===== src/rtl/instr_encoder.sv =====
// Streaming RV32I instruction encoder: range-checks per-instruction field bundles
// and packs legal ones into 32-bit words with sequential imem byte addresses.
module instr_encoder #(
    parameter int unsigned ADDR_W    = 32,
    parameter logic [31:0] BASE_ADDR = 32'h0000_0000,
    parameter int unsigned ERR_CNT_W = 8
) (
    input  logic                 clk_i,
    input  logic                 rst_i,
    input  logic                 clear_i,
    input  logic                 in_valid_i,
    output logic                 in_ready_o,
    input  logic [2:0]           format_i,
    input  logic [6:0]           opcode_i,
    input  logic [4:0]           rd_i,
    input  logic [4:0]           rs1_i,
    input  logic [4:0]           rs2_i,
    input  logic [2:0]           funct3_i,
    input  logic [6:0]           funct7_i,
    input  logic [31:0]          imm_i,
    output logic                 out_valid_o,
    input  logic                 out_ready_i,
    output logic [31:0]          out_instr_o,
    output logic [ADDR_W-1:0]    out_addr_o,
    output logic                 err_o,
    output logic [ERR_CNT_W-1:0] err_count_o
);
    localparam logic [2:0] R_FORMAT = 3'd0;
    localparam logic [2:0] I_FORMAT = 3'd1;
    localparam logic [2:0] S_FORMAT = 3'd2;
    localparam logic [2:0] U_FORMAT = 3'd3;

    localparam logic [ADDR_W-1:0] BASE = ADDR_W'(BASE_ADDR);
    localparam logic [ADDR_W-1:0] STEP = ADDR_W'(32'd4);

    logic                 s1_valid;
    logic                 s1_legal;
    logic [31:0]          s1_word;
    logic                 s2_valid;
    logic [31:0]          s2_word;
    logic [ADDR_W-1:0]    s2_addr;
    logic [ADDR_W-1:0]    next_addr;
    logic                 err;
    logic [ERR_CNT_W-1:0] err_count;

    logic        flush;
    logic        s2_ready;
    logic        accept;
    logic        move;
    logic        shift_op;
    logic        imm12_ok;
    logic        imm_legal;
    logic        legal;
    logic [31:0] word;

    assign flush      = rst_i || clear_i;
    assign s2_ready   = !s2_valid || out_ready_i;
    assign in_ready_o = !flush && (!s1_valid || s2_ready);
    assign accept     = in_valid_i && in_ready_o;
    assign move       = s1_valid && s2_ready;

    assign shift_op = (funct3_i == 3'b001) || (funct3_i == 3'b101);
    // A value fits a signed 12-bit field when bits 31..11 are pure sign extension.
    assign imm12_ok = (imm_i[31:11] == '0) || (imm_i[31:11] == '1);

    always_comb begin
        imm_legal = 1'b0;
        word      = '0;
        case (format_i)
            R_FORMAT: begin
                imm_legal = 1'b1;
                word      = {funct7_i, rs2_i, rs1_i, funct3_i, rd_i, opcode_i};
            end
            I_FORMAT: begin
                if (shift_op) begin
                    imm_legal = (imm_i[31:5] == '0);
                    word      = {funct7_i, imm_i[4:0], rs1_i, funct3_i, rd_i, opcode_i};
                end else begin
                    imm_legal = imm12_ok;
                    word      = {imm_i[11:0], rs1_i, funct3_i, rd_i, opcode_i};
                end
            end
            S_FORMAT: begin
                imm_legal = imm12_ok;
                word      = {imm_i[11:5], rs2_i, rs1_i, funct3_i, imm_i[4:0], opcode_i};
            end
            U_FORMAT: begin
                imm_legal = (imm_i[11:0] == '0);
                word      = {imm_i[31:12], rd_i, opcode_i};
            end
            default: begin
                imm_legal = 1'b0;
                word      = '0;
            end
        endcase
    end

    assign legal = imm_legal && (opcode_i[1:0] == 2'b11);

    always_ff @(posedge clk_i) begin
        if (flush) begin
            s1_valid <= 1'b0;
            s1_legal <= 1'b0;
            s1_word  <= '0;
        end else if (accept) begin
            s1_valid <= 1'b1;
            s1_legal <= legal;
            s1_word  <= word;
        end else if (move) begin
            s1_valid <= 1'b0;
        end
    end

    // Illegal words die at the S1->S2 boundary, so they consume no address.
    always_ff @(posedge clk_i) begin
        if (flush) begin
            s2_valid  <= 1'b0;
            s2_word   <= '0;
            s2_addr   <= BASE;
            next_addr <= BASE;
            err       <= 1'b0;
            err_count <= '0;
        end else if (s2_ready) begin
            s2_valid <= s1_valid && s1_legal;
            if (move && s1_legal) begin
                s2_word   <= s1_word;
                s2_addr   <= next_addr;
                next_addr <= next_addr + STEP;
            end else if (move) begin
                err <= 1'b1;
                if (err_count != '1) begin
                    err_count <= err_count + ERR_CNT_W'(1);
                end
            end
        end
    end

    assign out_valid_o = s2_valid;
    assign out_instr_o = s2_word;
    assign out_addr_o  = s2_addr;
    assign err_o       = err;
    assign err_count_o = err_count;

endmodule


===== config.mk =====
export PLATFORM = sky130hd
export DESIGN_NAME = instr_encoder
export DESIGN_NICKNAME = d
export VERILOG_FILES = /design/src/rtl/instr_encoder.sv
export SDC_FILE = /design/constraint.sdc
export NUM_CORES = 1
export LEC_CHECK = 0
export ABC_AREA = 1
export CAP_MARGIN = 20
export CORE_ASPECT_RATIO = 0.5
export CORE_UTILIZATION = 45
export DETAILED_ROUTE_END_ITERATION = 8
export PLACE_DENSITY = 0.86
export SLEW_MARGIN = 20
export SYNTH_ARGS = -nofsm -noshare
export SYNTH_HDL_FRONTEND = slang
export SYNTH_SLANG_ARGS = --single-unit

===== constraint.sdc =====
create_clock -name clk_i -period 1.4 [get_ports clk_i]
set_input_delay 0.35 -clock clk_i [delete_from_list [all_inputs] [get_ports clk_i]]
set_output_delay 0.35 -clock clk_i [all_outputs]
set_load 0.01 [all_outputs]

# After elaboration in Yosys (flattened, before gate mapping)
# Cells that the tools add are included.
# totals
regBits	140
input_bits	72
out_inout_bits	75
wordCells	48
# classes
add_sub_neg	2
n_eq_ne	8
n_mux	6
bitwise_logic	1
n_reduce_logical	22
# op_table
operator	n
32-bit case mux with 4 select lines	1
32-bit by 3-bit adder with 32-bit output (second input constant)	1
32-bit 2-to-1 mux	1
27-bit zero test	1
21-bit equality test (second input constant)	1
21-bit zero test	1
12-bit zero test	1
8-bit by 1-bit adder with 8-bit output (second input constant)	1
8-bit inequality test (second input constant)	1
3-bit by 1-bit equality test with 1-bit output (second input constant)	2
3-bit by 2-bit equality test with 1-bit output (second input constant)	2
1-bit logical AND	6
1-bit logical OR	5
1-bit case mux with 4 select lines	1
4-bit AND reduction	1
3-bit equality test (second input constant)	1
1-bit zero test	3
3-bit zero test	1
1-bit 2-to-1 mux	3
3-bit AND reduction	1
2-bit equality test (second input constant)	1
2-bit AND reduction	1
2-bit nonzero test	1
1-bit inverter	1

# Longest topological paths before layout
# depth
word_depth	6
mapped_depth	11
ltp_nobuf	11

# Worst setup path before layout
# Ideal clock, no wire load.
# synth_timing
kind	flip-flop to flip-flop
start	reg next_addr[3]
end	reg next_addr[28]
setup_time_ns	0.128
arrival_ns	1.325
required_time_ns	1.272
slack_ns	-0.053
stages_incl_launch_ff	11
path_buffers	0
period_less_slack_ns	1.453
cell_sequence	dfxtp_1 > ha_1 > nand3_1 > nor2_4 > nand2_1 > nor2_4 > nand2_1 > nor2_1 > nand2_1 > nand2_1 > nor2_1
# synth_via
elab_chain_len	1
# synth_rtl
element	line	rtl
start, declared	42	logic [ADDR_W-1:0] next_addr;
start signal, assigned	128	next_addr <= next_addr + STEP;
32-bit by 3-bit adder with 32-bit output	128	
# No other way between the ends.
# A chain may end at the register's enable or synchronous reset.

# Final worst setup path
# Same ends and word-level chain as after synthesis.

==> impl_metrics.prom <==
# TYPE chip_impl_metric gauge
chip_impl_metric{name="r2r_cells",unit=""} 10
chip_impl_metric{name="placed_cells",unit=""} 1250
chip_impl_info{name="cp-startpoint",value="next_addr[3]$_SDFFE_PP0P_"} 1
chip_impl_info{name="yosys-top-cells-area",value="dfxtp_1, nand2_1, nor2_1, o21ai_0, a21oi_1"} 1
chip_impl_info{name="crit_family",value="simple AND/OR/NAND/NOR gates"} 1
chip_impl_metric{name="top_level_ports",unit=""} 147
chip_impl_info{name="critical-path-slowest-cell",value="dfxtp_4"} 1
chip_impl_metric{name="sequential_element_share_of_the_synthesized_area",unit="%"} 44.8
chip_impl_metric{name="vias_post_dr",unit=""} 7304
chip_impl_info{name="critical_path_class",value="reg2reg"} 1
chip_impl_metric{name="yosys.area.top_type_share",unit="%"} 44.8
chip_impl_info{name="regToRegStartpoint",value="next_addr[3]$_SDFFE_PP0P_"} 1
chip_impl_metric{name="timing.critical_path.required",unit="ns"} 1.67
chip_impl_metric{name="clk-insertion-delay-late",unit="ns"} 0.42
chip_impl_metric{name="seqPwrFrac",unit="%"} 42.1
chip_impl_metric{name="nets",unit=""} 1217
chip_impl_metric{name="design.core.area",unit="mm^2"} 0.0129
chip_impl_metric{name="share_comb_of_total_power",unit="%"} 8.2
chip_impl_metric{name="grt_first_pass_wirelength",unit="um"} 32700
chip_impl_metric{name="post_synth_inst_count",unit=""} 879
chip_impl_metric{name="cts.htree.levels",unit=""} 4
chip_impl_metric{name="p_clk_share",unit="%"} 49.7
chip_impl_metric{name="grt.overflow.total",unit=""} 0
chip_impl_metric{name="finalCoreUtilization",unit="%"} 77.5
chip_impl_metric{name="placement.io_buffers",unit=""} 144
chip_impl_metric{name="vias_in_the_first_global_route",unit=""} 6766
chip_impl_metric{name="netlist-cell-type-count",unit=""} 42
chip_impl_metric{name="internal_power_summed_over_all_cells",unit="mW"} 6.97
chip_impl_metric{name="die_area",unit="mm^2"} 0.0140
chip_impl_metric{name="post_layout_nonfiller_instances",unit=""} 1326
chip_impl_metric{name="timing.critical_path.fanout_max",unit=""} 5
chip_impl_metric{name="place.gp.congestion",unit=""} 0.953
chip_impl_metric{name="tightestPinTransition",unit="ns"} 0.592
chip_impl_metric{name="numClockSinks",unit=""} 136
chip_impl_info{name="setup.worst_path.start_class",value="register"} 1
chip_impl_metric{name="antenna_found_initial",unit=""} 0
chip_impl_info{name="worst_setup_path_endpoint",value="next_addr[28]$_SDFFE_PP0P_"} 1
chip_impl_metric{name="ant_nets",unit=""} 0
chip_impl_metric{name="routed_wirelength",unit="um"} 22700
chip_impl_metric{name="clock_skew",unit="ns"} 0.00826
chip_impl_metric{name="first_iter_violations",unit=""} 745
chip_impl_metric{name="total_leakage_power",unit="nW"} 4.13
chip_impl_metric{name="timing.reg2reg.setup_slack",unit="ns"} -0.23
chip_impl_metric{name="numCtsBuffers",unit=""} 17
chip_impl_info{name="cp-end-kind",value="register"} 1
chip_impl_info{name="run_status",value="finished with violations"} 1
chip_impl_metric{name="grt_use_total",unit="%"} 29.0
chip_impl_info{name="tritoncts",value="done"} 1
chip_impl_metric{name="finalHoldViolations",unit=""} 0
chip_impl_metric{name="hold_buffers",unit=""} 0
chip_impl_info{name="r2r-end",value="next_addr[28]$_SDFFE_PP0P_"} 1
chip_impl_metric{name="cp_slowest_stage_delay",unit="ns"} 0.39
chip_impl_metric{name="placement_rows",unit=""} 29
chip_impl_metric{name="final_critical_path_setup_slack",unit="ns"} -0.227
chip_impl_metric{name="post-route-min-period",unit="ns"} 1.63
chip_impl_metric{name="layout.filler_cells",unit=""} 826
chip_impl_metric{name="cp.depth",unit=""} 10
chip_impl_metric{name="finalMaxSlewViolations",unit=""} 0
chip_impl_info{name="hold_class",value="in2reg"} 1
chip_impl_metric{name="initial_utilization",unit="%"} 47.0
chip_impl_metric{name="clk_pin_slew",unit="ns"} 0.06
chip_impl_metric{name="avgSynthCellArea",unit="um^2"} 6.91
chip_impl_metric{name="die_h",unit="um"} 84.2
chip_impl_metric{name="maxSlewHeadroom",unit="%"} 60.5
chip_impl_info{name="rsz0062_at_grt",value="true"} 1
chip_impl_metric{name="vdd_drop_max",unit="uV"} 1210
chip_impl_metric{name="final-setup-viol-count",unit=""} 108
chip_impl_metric{name="post-dp-hpwl",unit="um"} 13100
chip_impl_metric{name="final_layout_size_suffix_gt1_share",unit="%"} 31.1
chip_impl_metric{name="max_freq",unit="MHz"} 614
chip_impl_metric{name="routed_via_density",unit=""} 5.51
chip_impl_metric{name="wl_per_cell",unit="um"} 17.1
chip_impl_info{name="cts-root-buf",value="clkbuf_16"} 1
chip_impl_metric{name="finalCritPeriodShare",unit="%"} 116
chip_impl_metric{name="synth-seq-cells",unit=""} 136
chip_impl_metric{name="cap_violations",unit=""} 0
chip_impl_metric{name="die_w",unit="um"} 166
chip_impl_metric{name="total_power",unit="mW"} 9.21
chip_impl_metric{name="n_antenna_cell",unit=""} 0
chip_impl_metric{name="critical_path_buf_inv_count",unit=""} 0
chip_impl_metric{name="grt_max_degree",unit=""} 62
chip_impl_info{name="violations_in_the_final_reports",value="design-rule violations, negative setup slack"} 1
chip_impl_metric{name="crit_arrival",unit="ns"} 1.90
chip_impl_info{name="crit_chain",value="ha_4, nand3_4, nor2_4, nand2_2, nor2_4, nand2_2, nor2_1, nand2_1, nand2_1, nor2_1"} 1
chip_impl_metric{name="route.detailed.drc",unit=""} 1
chip_impl_metric{name="area_growth_syn_to_layout",unit="%"} 64.8
chip_impl_metric{name="post_synth_instance_area",unit="mm^2"} 0.00607
chip_impl_metric{name="power.net_switching",unit="mW"} 2.24
chip_impl_metric{name="cts_max_path_buffers",unit=""} 2
chip_impl_metric{name="ys.warnings.count",unit=""} 0
chip_impl_info{name="synth_top_area_cell",value="dfxtp_1"} 1
chip_impl_metric{name="drt_pre_antenna_iters",unit=""} 7
chip_impl_metric{name="pwr_density_cell",unit="mW/mm^2"} 920
chip_impl_metric{name="power.switching_fraction",unit="%"} 24.3
-- state kept, by name (all words and copies together), names as in the netlist --
| register | cells |
|---|---|
| err_count_o | 8 |
| err_o | 1 |
| next_addr | 30 |
| out_addr_o | 30 |
| out_instr_o | 32 |
| out_valid_o | 1 |
| s1_legal | 1 |
| s1_valid | 1 |
| s1_word | 32 |
-- layout by cell type (no fill, tap or decap), drive strengths merged --
cell type	instances
a211oi	3
a21oi	79
a31o	1
a31oi	1
and3	2
buf	138
bufinv	2
clkbuf	39
clkdlybuf4s15	35
clkdlybuf4s50	58
clkinv	8
clkinvlp	3
conb	2
dfxtp	136
dlygate4sd2	23
dlymetal6s2s	8
ha	2
inv	73
nand2	215
nand3	27
nand3b	3
nand4	11
nor2	164
nor3	12
nor3b	2
nor4	1
o211ai	3
o21a	3
o21ai	90
o21bai	1
o221ai	2
o22ai	5
or2	1
xor2	3
-- worst register-to-register path: cells and delay by family, from the launching register on --
| kind | cells | cell delay, ns |
|---|---|---|
| adders and majority gates | 1 | 0.17 |
| DFF | 1 | 0.39 |
| and+or+nand+nor | 9 | 0.95 |
-- layout make-up --
class / count / area [um^2] / area share [%]
flip-flops and latches: 136 / 2770 / 27.7
multi-input cells: 633 / 3370 / 33.6
repair inverters: 1 / 8.76 / 0.0875
repair buffers: 283 / 2750 / 27.5
clock buffers: 18 / 439 / 4.39
clock inverters: 14 / 161 / 1.61
well taps: 170 / 213 / 2.13
inverters: 71 / 304 / 3.04
-- cells by family (layout without fill, tap and decap cells) --
kind of cell / Yosys count / after routing / synth area share, %
and+or+nand+nor: 438 / 438 / 30.1
AOI/OAI and AO/OA: 188 / 188 / 16.4
adders and majority gates: 2 / 2 / 0.412
other: 1 / 2 / 0.0617
DFF: 136 / 136 / 44.8
buffers and inverters: 111 / 387 / 7.74
xor gates and xnor gates: 3 / 3 / 0.433
-- worst min path at each step --
stage,cells past startpoint,to,slack [ns],from
after floorplan,2,s1_word[0]$_SDFFE_PP0P_,0.44,s1_word[0]$_SDFFE_PP0P_
after global placement,2,s1_word[4]$_SDFFE_PP0P_,0.45,s1_word[4]$_SDFFE_PP0P_
after detailed placement,2,s1_word[15]$_SDFFE_PP0P_,0.45,s1_word[15]$_SDFFE_PP0P_
after CTS,5,out_valid_o$_SDFFE_PP0N_,0.45,out_ready_i
after global routing,5,s1_word[16]$_SDFFE_PP0P_,0.42,imm_i[16]
final,5,s1_word[16]$_SDFFE_PP0P_,0.41,imm_i[16]
-- power groups by stage --
stage,clock (mW),combinational [mW],sequential (mW)
global placement,0,0.640,3.97
detailed placement,0,0.647,3.97
floorplan,0,0.259,3.97
CTS,4.55,0.714,3.88
global route,4.77,0.808,3.88
finish,4.58,0.756,3.88
-- cell usage after synthesis (all sizes together) --
cell / instances
or2: 1
nor4: 1
o221ai: 2
buf: 18
nor3: 12
o21a: 3
nand2: 215
ha: 2
a21oi: 79
clkinv: 3
nor2: 164
conb: 1
o21ai: 90
clkbuf: 22
xor2: 3
a211oi: 3
a31o: 1
o21bai: 1
o211ai: 3
nand3b: 3
and3: 2
nand3: 27
nor3b: 2
inv: 68
a31oi: 1
dfxtp: 136
nand4: 11
o22ai: 5
-- stage by stage --
step | hold WS (ns) | TNS, ns | worst slack [ns] | instance area (um^2)
after floorplan | 0.441 | -0.0270 | -0.0270 | 6080
after global placement | 0.448 | -65.94 | -0.695 | 8320
after detailed placement | 0.452 | -69.73 | -0.699 | 8320
after CTS | 0.448 | -3.46 | -0.162 | 9410
after global routing | 0.415 | -13.42 | -0.302 | 10000
final | 0.409 | -7.00 | -0.227 | 10000
-- what timing repair did --
item                       4_1_cts  5_1_grt
setup endpoints to repair      197      170
buffers inserted                17       19
gates cloned                     4        5
gates resized for setup        208      214
hold endpoints to repair         0        0
pin swaps                       34       27
-- per-layer routing --
metal  up-vias  global-route usage (%)  wire [um]
met3       109                    5.42       1730
met5         -                       0          0
met1      3386                    34.4       9010
met2       431                    52.4      11000
li1       3378                       -          -
met4         0                    12.0        916
(Power assumes the default switching activity.)
